`src/rtl/ldm_wb_seq.sv`:
```
// Write-back sequencer for LDM-style multi-register loads: drains a register
// list in ascending order onto the single register-file write port.
module ldm_wb_seq #(
    parameter int DATA_WIDTH    = 32,
    parameter int REGFILE_WIDTH = 4,
    parameter int NUM_REGS      = 1 << REGFILE_WIDTH
) (
    input  logic                     clk,
    input  logic                     rst,
    input  logic                     cmd_valid,
    output logic                     cmd_ready,
    input  logic [NUM_REGS-1:0]      cmd_reglist,
    input  logic [REGFILE_WIDTH-1:0] cmd_base,
    input  logic                     cmd_wb,
    input  logic [DATA_WIDTH-1:0]    cmd_wbval,
    input  logic                     dat_valid,
    output logic                     dat_ready,
    input  logic [DATA_WIDTH-1:0]    dat_in,
    output logic [REGFILE_WIDTH-1:0] WADD,
    output logic [DATA_WIDTH-1:0]    WDAT,
    output logic                     WEN,
    output logic                     busy,
    output logic                     done
);

    // state  | meaning
    // S_IDLE | waiting for a command
    // S_LOAD | writing one accepted data word per cycle to the lowest pending register
    // S_BASE | writing the updated base value
    // S_DONE | transfer finished; done is raised on the following cycle
    typedef enum logic [1:0] {S_IDLE, S_LOAD, S_BASE, S_DONE} state_t;

    state_t                   state_q, state_d;
    logic [NUM_REGS-1:0]      pend_q, pend_d, pend_rest;
    logic [REGFILE_WIDTH-1:0] base_q, base_d, wadd_q, wadd_d, tgt;
    logic [DATA_WIDTH-1:0]    wbval_q, wbval_d, wdat_q, wdat_d;
    logic                     wb_q, wb_d, wen_q, wen_d, done_q, done_d;

    assign cmd_ready = (state_q == S_IDLE);
    assign dat_ready = (state_q == S_LOAD);
    assign busy      = (state_q != S_IDLE);
    assign WADD      = wadd_q;
    assign WDAT      = wdat_q;
    assign WEN       = wen_q;
    assign done      = done_q;

    // Lowest set bit wins, giving ascending register order.
    always_comb begin
        tgt = '0;
        for (int i = NUM_REGS - 1; i >= 0; i--) begin
            if (pend_q[i]) tgt = REGFILE_WIDTH'(i);
        end
    end

    assign pend_rest = pend_q & (pend_q - NUM_REGS'(1));

    always_comb begin
        state_d = state_q;
        pend_d  = pend_q;
        base_d  = base_q;
        wb_d    = wb_q;
        wbval_d = wbval_q;
        wen_d   = 1'b0;
        wadd_d  = wadd_q;
        wdat_d  = wdat_q;
        done_d  = (state_q == S_DONE);
        case (state_q)
            S_IDLE: begin
                if (cmd_valid) begin
                    pend_d  = cmd_reglist;
                    base_d  = cmd_base;
                    // A loaded base register overrides the writeback value.
                    wb_d    = cmd_wb & ~cmd_reglist[cmd_base];
                    wbval_d = cmd_wbval;
                    if (|cmd_reglist)                      state_d = S_LOAD;
                    else if (cmd_wb & ~cmd_reglist[cmd_base]) state_d = S_BASE;
                    else                                   state_d = S_DONE;
                end
            end
            S_LOAD: begin
                if (dat_valid) begin
                    wen_d  = 1'b1;
                    wadd_d = tgt;
                    wdat_d = dat_in;
                    pend_d = pend_rest;
                    if (pend_rest == '0) state_d = wb_q ? S_BASE : S_DONE;
                end
            end
            S_BASE: begin
                wen_d   = 1'b1;
                wadd_d  = base_q;
                wdat_d  = wbval_q;
                state_d = S_DONE;
            end
            S_DONE:  state_d = S_IDLE;
            default: state_d = S_IDLE;
        endcase
    end

    always_ff @(posedge clk or negedge rst) begin
        if (!rst) begin
            state_q <= S_IDLE;
            pend_q  <= '0;
            base_q  <= '0;
            wb_q    <= 1'b0;
            wbval_q <= '0;
            wen_q   <= 1'b0;
            wadd_q  <= '0;
            wdat_q  <= '0;
            done_q  <= 1'b0;
        end else begin
            state_q <= state_d;
            pend_q  <= pend_d;
            base_q  <= base_d;
            wb_q    <= wb_d;
            wbval_q <= wbval_d;
            wen_q   <= wen_d;
            wadd_q  <= wadd_d;
            wdat_q  <= wdat_d;
            done_q  <= done_d;
        end
    end

endmodule

```
`config.mk`:
```
export PLATFORM = sky130hd
export DESIGN_NAME = ldm_wb_seq
export DESIGN_NICKNAME = d
export VERILOG_FILES = /design/src/rtl/ldm_wb_seq.sv
export SDC_FILE = /design/constraint.sdc
export NUM_CORES = 1
export LEC_CHECK = 0
export ABC_AREA = 1
export BUFFER_PORTS_ARGS = -buffer_cell sky130_fd_sc_hd__buf_2
export CORE_MARGIN = 4
export CORE_UTILIZATION = 30
export CTS_BUF_LIST = sky130_fd_sc_hd__clkbuf_8
export DETAILED_ROUTE_END_ITERATION = 6
export RECOVER_POWER = 25
export SLEW_MARGIN = 20
export SYNTH_ARGS = -nofsm -noshare
export SYNTH_HDL_FRONTEND = slang
export SYNTH_SLANG_ARGS = --single-unit
export TNS_END_PERCENT = 30
```
`constraint.sdc`:
```
create_clock -name clk -period 2.3 [get_ports clk]
set_clock_uncertainty 0.15 [all_clocks]
set_input_delay 0 -clock clk [delete_from_list [all_inputs] [get_ports clk]]
set_output_delay 0 -clock clk [all_outputs]
set_load 0.1 [all_outputs]
```
**Yosys cells after proc, flatten, opt, wreduce, memory -nomap -nowiden**

Cells that the tools add are included.

- Input port bits: 89
- Output and inout port bits: 41
- Register bits after elaboration: 93
- Word-level logic and storage cells: 64

- Eq/ne operators: 6
- Reductions and logical operators: 10
- Order comparisons: 1
- Add/subtract/negate cells: 1
- Muxes and demuxes: 34
- Bitwise gates (word level): 3

Operators with widths:

| cell | number |
|---|---|
| $mux 4 | 17 |
| $pmux 32 s2 | 1 |
| $mux 16 | 2 |
| $mux 32 | 1 |
| $pmux 16 s2 | 1 |
| $and 16x16->16 | 1 |
| $logic_not 16->1 | 1 |
| $reduce_or 16->1 | 1 |
| $sub 16x1->16 const B | 1 |
| $mux 2 | 4 |
| $pmux 2 s4 | 1 |
| $pmux 4 s2 | 1 |
| $reduce_and 3->1 | 2 |
| $reduce_bool 2->1 | 3 |
| $lt 4x5->1 const B | 1 |
| $bmux 1 s4 | 1 |
| $eq 2x2->1 const B | 2 |
| $mux 1 | 4 |
| $ne 2x2->1 const B | 2 |
| $reduce_and 2->1 | 2 |
| $eq 2x1->1 const B | 1 |
| $logic_not 2->1 | 1 |
| $ne 2x1->1 const B | 1 |
| $pmux 1 s2 | 1 |
| other kinds (2) | 2 |

**Depth between registers and ports, before layout**

- Depth after elaboration: 18
- Depth in mapped cells: 17
- Gate-level depth less buffers: 17

**Least setup slack after synthesis**

Ideal clock, no wire load.

- Kind: register -> register
- From: reg state_q[0]
- To: reg pend_q[15]
- Cell stages (with the launch flop): 10
- Buffers on the path: 1
- Library setup time: 0.132 ns
- Required time: 2.018 ns
- Path slack: -1.096 ns
- Data arrival time: 3.115 ns
- Path through: dfrtp_1 inv_1 ha_1 inv_1 or2_2 nand2_1 buf_2 a21oi_1 o21ai_0 o21ai_0

- Word-level cells in the longest chain between the ends: 3

RTL lines:

| element | line | text |
|---|---|---|
| start: declaration | 33 | `state_t state_q, state_d;` |
| start signal: assignment | 112 | `state_q <= state_d;` |
| $logic_not 2->1 (*) | -- |  |
| via cmd_ready | 11 | `output logic cmd_ready,` |
| $ne 2x2->1 (no line) or $reduce_bool 2->1 (tied branches) | -- |  |
| $reduce_and 3->1 (no line) | -- |  |
| end signal: assignment | 113 | `pend_q <= pend_d;` |
| end: declaration | 34 | `logic [NUM_REGS-1:0] pend_q, pend_d, pend_rest;` |

The timed path passes the listed nets; every way through them passes the cells marked *.
A chain may end at the register's enable or synchronous reset.

**Worst setup path in the final report**

- From: reg state_q[0]
- To: reg state_q[1]

- Word-level cells in the longest chain between the ends: 3

RTL lines:

| element | line | text |
|---|---|---|
| $eq 2x1->1 or $logic_not 2->1 (tied branches) | 67 | `case (state_q)` |
| $ne 2x1->1 (no line) or $ne 2x2->1 (tied branches) | -- |  |
| $reduce_and 3->1 (no line) | -- |  |

Parallel ways exist; a longest one is shown, timed or not.

==> impl_results.md <==
- First-pass GRT wire length: 21900 um
- Hold endpoint: wbval_q[1]$_DFFE_PN0P_
- Reg2reg path depth: 9
- Worst slew margin: 42.9%
- Initial antenna violation count: 0
- Signal arrival time at the worst endpoint: 2.35 ns
- Final nets: 822
- Vias: 4483
- Max Slew Vio Count: 0
- Pleak: 3.06 nW
- Post-Synthesis Cells: 510
- CTS tree: yes
- Diode count: 0
- Largest net degree at the start of global routing: 68
- # DRC: 0
- Routability-driven placement congestion ratio: 0.892
- Final setup viols: 0
- H-tree depth: 3
- Power Total: 10.2 mW
- # rows: 44
- HP Start: cmd_wbval[1]
- Worst setup EP type: flip-flop
- Initial core utilization: 30.8%
- CP max FO: 5
- Most frequent cells in the layout: buf_2 (128), nand2_1 (119), dfrtp_1 (93), dlygate4sd3_1 (93), nor2_1 (53)
- Root buffer cell: clkbuf_8
- GRT overflow: 0
- CTS buffer count: 9
- Clock power frac: 9.6%
- Status: finished, final reports clean
- GR Layer Usage met1: 19.4%
- Die W: 131 um
- Number of synthesized flops with an enable pin: 0
- Synth Flop Type: dfrtp_1
- Vias per cell: 4.89
- Post-Synthesis Net Count: 603
- Slew @ Worst Pin: 0.856 ns
- Worst hold slack: 0.244 ns
- Syn Std Cell Area: 4510 sq um
- Distinct cells, synth: 33
- Flop pwr share: 29.0%
- Max rail drop VDD: 0.826 mV
- Clock transition at the registers of the reported paths: 0.09 ns
- RR Startpoint: state_q[0]$_DFFE_PN0P_
- Comb pwr share: 61.5%
- Antenna Violating Nets Remaining: 0
- Largest area contributor in the netlist: dfrtp_1
- Filler cell count: 1418
- Worst r2r dst: state_q[1]$_DFFE_PN0P_
- Area growth syn-to-layout: 44.5%
- Post-synthesis register bit count: 93
- Worst slack, placed: 0.345 ns
- Die height: 131 um
- Achievable Freq: 0.454 GHz
- Clk_lat worst skew: 0.36 ns
- Setup ws final: 0.0983 ns
- Crit Path Class: reg2reg
- DIE AREA: 17100 sq um
- FF-to-FF setup slack: 0.1 ns
- Post-synth ARST share: 100%
- Post-Syn Area per Cell: 8.84 sq um
- GRT busiest layer: met2
- DRT iter0 DRCs: 238
- Post-synth top area share: 51.6%
- Hold Fails Final Rpt: 0
- Placed wire-length estimate: 9080 um
- Sw power: 5.71 mW
- Pint: 4.45 mW
- Sw frac: 56.2%
- Boundary Pins: 130
- Layout cell share with drive strength beyond 1: 28.6%
- Post-Route WL: 13800 um
- Number of buffers added on ports: 129
- Hold Path Stages: 3
- Min Tclk post-route: 2.20 ns
- Sink Count: 93
- Unrepaired setup endpoints after global routing: no
- Total global-route track usage: 16.5%
- CTS resizes: 0
- Avg WL per Cell: 15.0 um
- Worst path required time: 2.45 ns
- Power Density: 1560 nW/um^2
- Core Area: 14600 sq um
- Commonest non-fill, non-tap cell in the layout: buf_2
- YS warnings: 0
- Part of the Yosys area used for sequential elements: 51.6%
- Top cells by area, synth: dfrtp_1 (52%), nand2_1 (10%), mux2_2 (8.0%)
- Met3 Usage GRT: 3.50%
- CP Launch Type: flip-flop
- Max_cap viols: 0
- Worst hold path type: in2reg
- Maximum clock insertion buffer count: 2
- Final clock period utilization by the worst path: 95.7%
- Grt met2 use: 28.2%
- Vias in the first global route: 4596
- Total iterations of the first detailed-routing run: 4
==> synth_stat cells, types with 3 or more instances <==
cell type and n:
a21oi_1 24, inv_2 3, o211ai_1 8, ha_1 4, inv_1 34, nor3_1 3
a31oi_1 32, mux2_2 32, a22oi_1 3, o21ai_0 38, dfrtp_1 93, nand2_1 122
nand3_1 12, buf_1 7, nor2_1 53, clkbuf_1 13, buf_2 4, nand4_1 4
==> sequential cells by signal (all words and copies together), names as in the netlist <==
signal	flops
WADD	4
WDAT	32
WEN	1
base_q	4
done	1
pend_q	16
state_q	2
wb_q	1
wbval_q	32
==> through the flow <==
stage,util [%],std cells,setup TNS (ns),instance area [sq um]
finish,44.5,917,0,6510
global route,44.5,917,0,6510
CTS,44.7,917,0,6550
detailed placement,37.1,808,0,5430
global placement,37.1,808,0,5430
floorplan,-,510,-2.58,4550
==> critical path, stage by stage, from the launching register on <==
cell and delay (ns):
dfrtp_1 0.43, inv_2 0.10, ha_4 0.16, clkinvlp_4 0.12, nor3_1 0.14, nand4_1 0.16, dlygate4sd3_1 0.60, o21ai_0 0.10
nand3_1 0.11, nand2_1 0.07
==> area by class of cell <==
type                    instances  area (sq um)  area share, %
multi-input cells             354          1960           30.2
clock inverters                 6          41.3          0.634
clock buffers                   9           124           1.90
repair buffers                233          1680           25.8
inverters                      38           146           2.25
well taps                     184           230           3.53
flip-flops and latches         93          2330           35.7
==> layer usage <==
layer / up-vias / share of wire [%]
met5: - / 0
met4: 0 / 3.5
met3: 37 / 6.4
met2: 179 / 49
met1: 2127 / 41
li1: 2140 / -
==> logic make-up after synthesis <==
logic type,after synthesis,synth area share [%]
simple gates,207,19.7
compound gates,111,14.0
flops,93,51.6
buf+inv,63,5.52
mux,32,7.99
fa+ha+maj,4,1.11
==> timing repair <==
item | 4_1_cts | 5_1_grt
setup buffers | 0 | 0
endpoints found under the hold margin | 181 | 0
hold buffers | 94 | 0
==> worst max path at each step <==
stage                           startpoint                      to  depth (start not counted)
floorplan           state_q[1]$_DFFE_PN0P_  pend_q[15]$_DFFE_PN0P_                          9
global placement    state_q[1]$_DFFE_PN0P_  pend_q[11]$_DFFE_PN0P_                          8
detailed placement  state_q[0]$_DFFE_PN0P_  pend_q[11]$_DFFE_PN0P_                          8
CTS                 state_q[1]$_DFFE_PN0P_  state_q[1]$_DFFE_PN0P_                          9
global route        state_q[0]$_DFFE_PN0P_  state_q[1]$_DFFE_PN0P_                          9
finish              state_q[0]$_DFFE_PN0P_  state_q[1]$_DFFE_PN0P_                          9
==> power by group through the flow <==
stage	Sequential, mW	Combinational [mW]	Clock [mW]
after floorplan	5.21	2.69	0
after global placement	2.94	6.04	0
after detailed placement	2.98	6.13	0
after CTS	2.94	6.29	1.03
after global routing	3.03	6.75	1.11
final	2.94	6.25	0.973
Note: power is estimated with default switching activity, not from simulation.
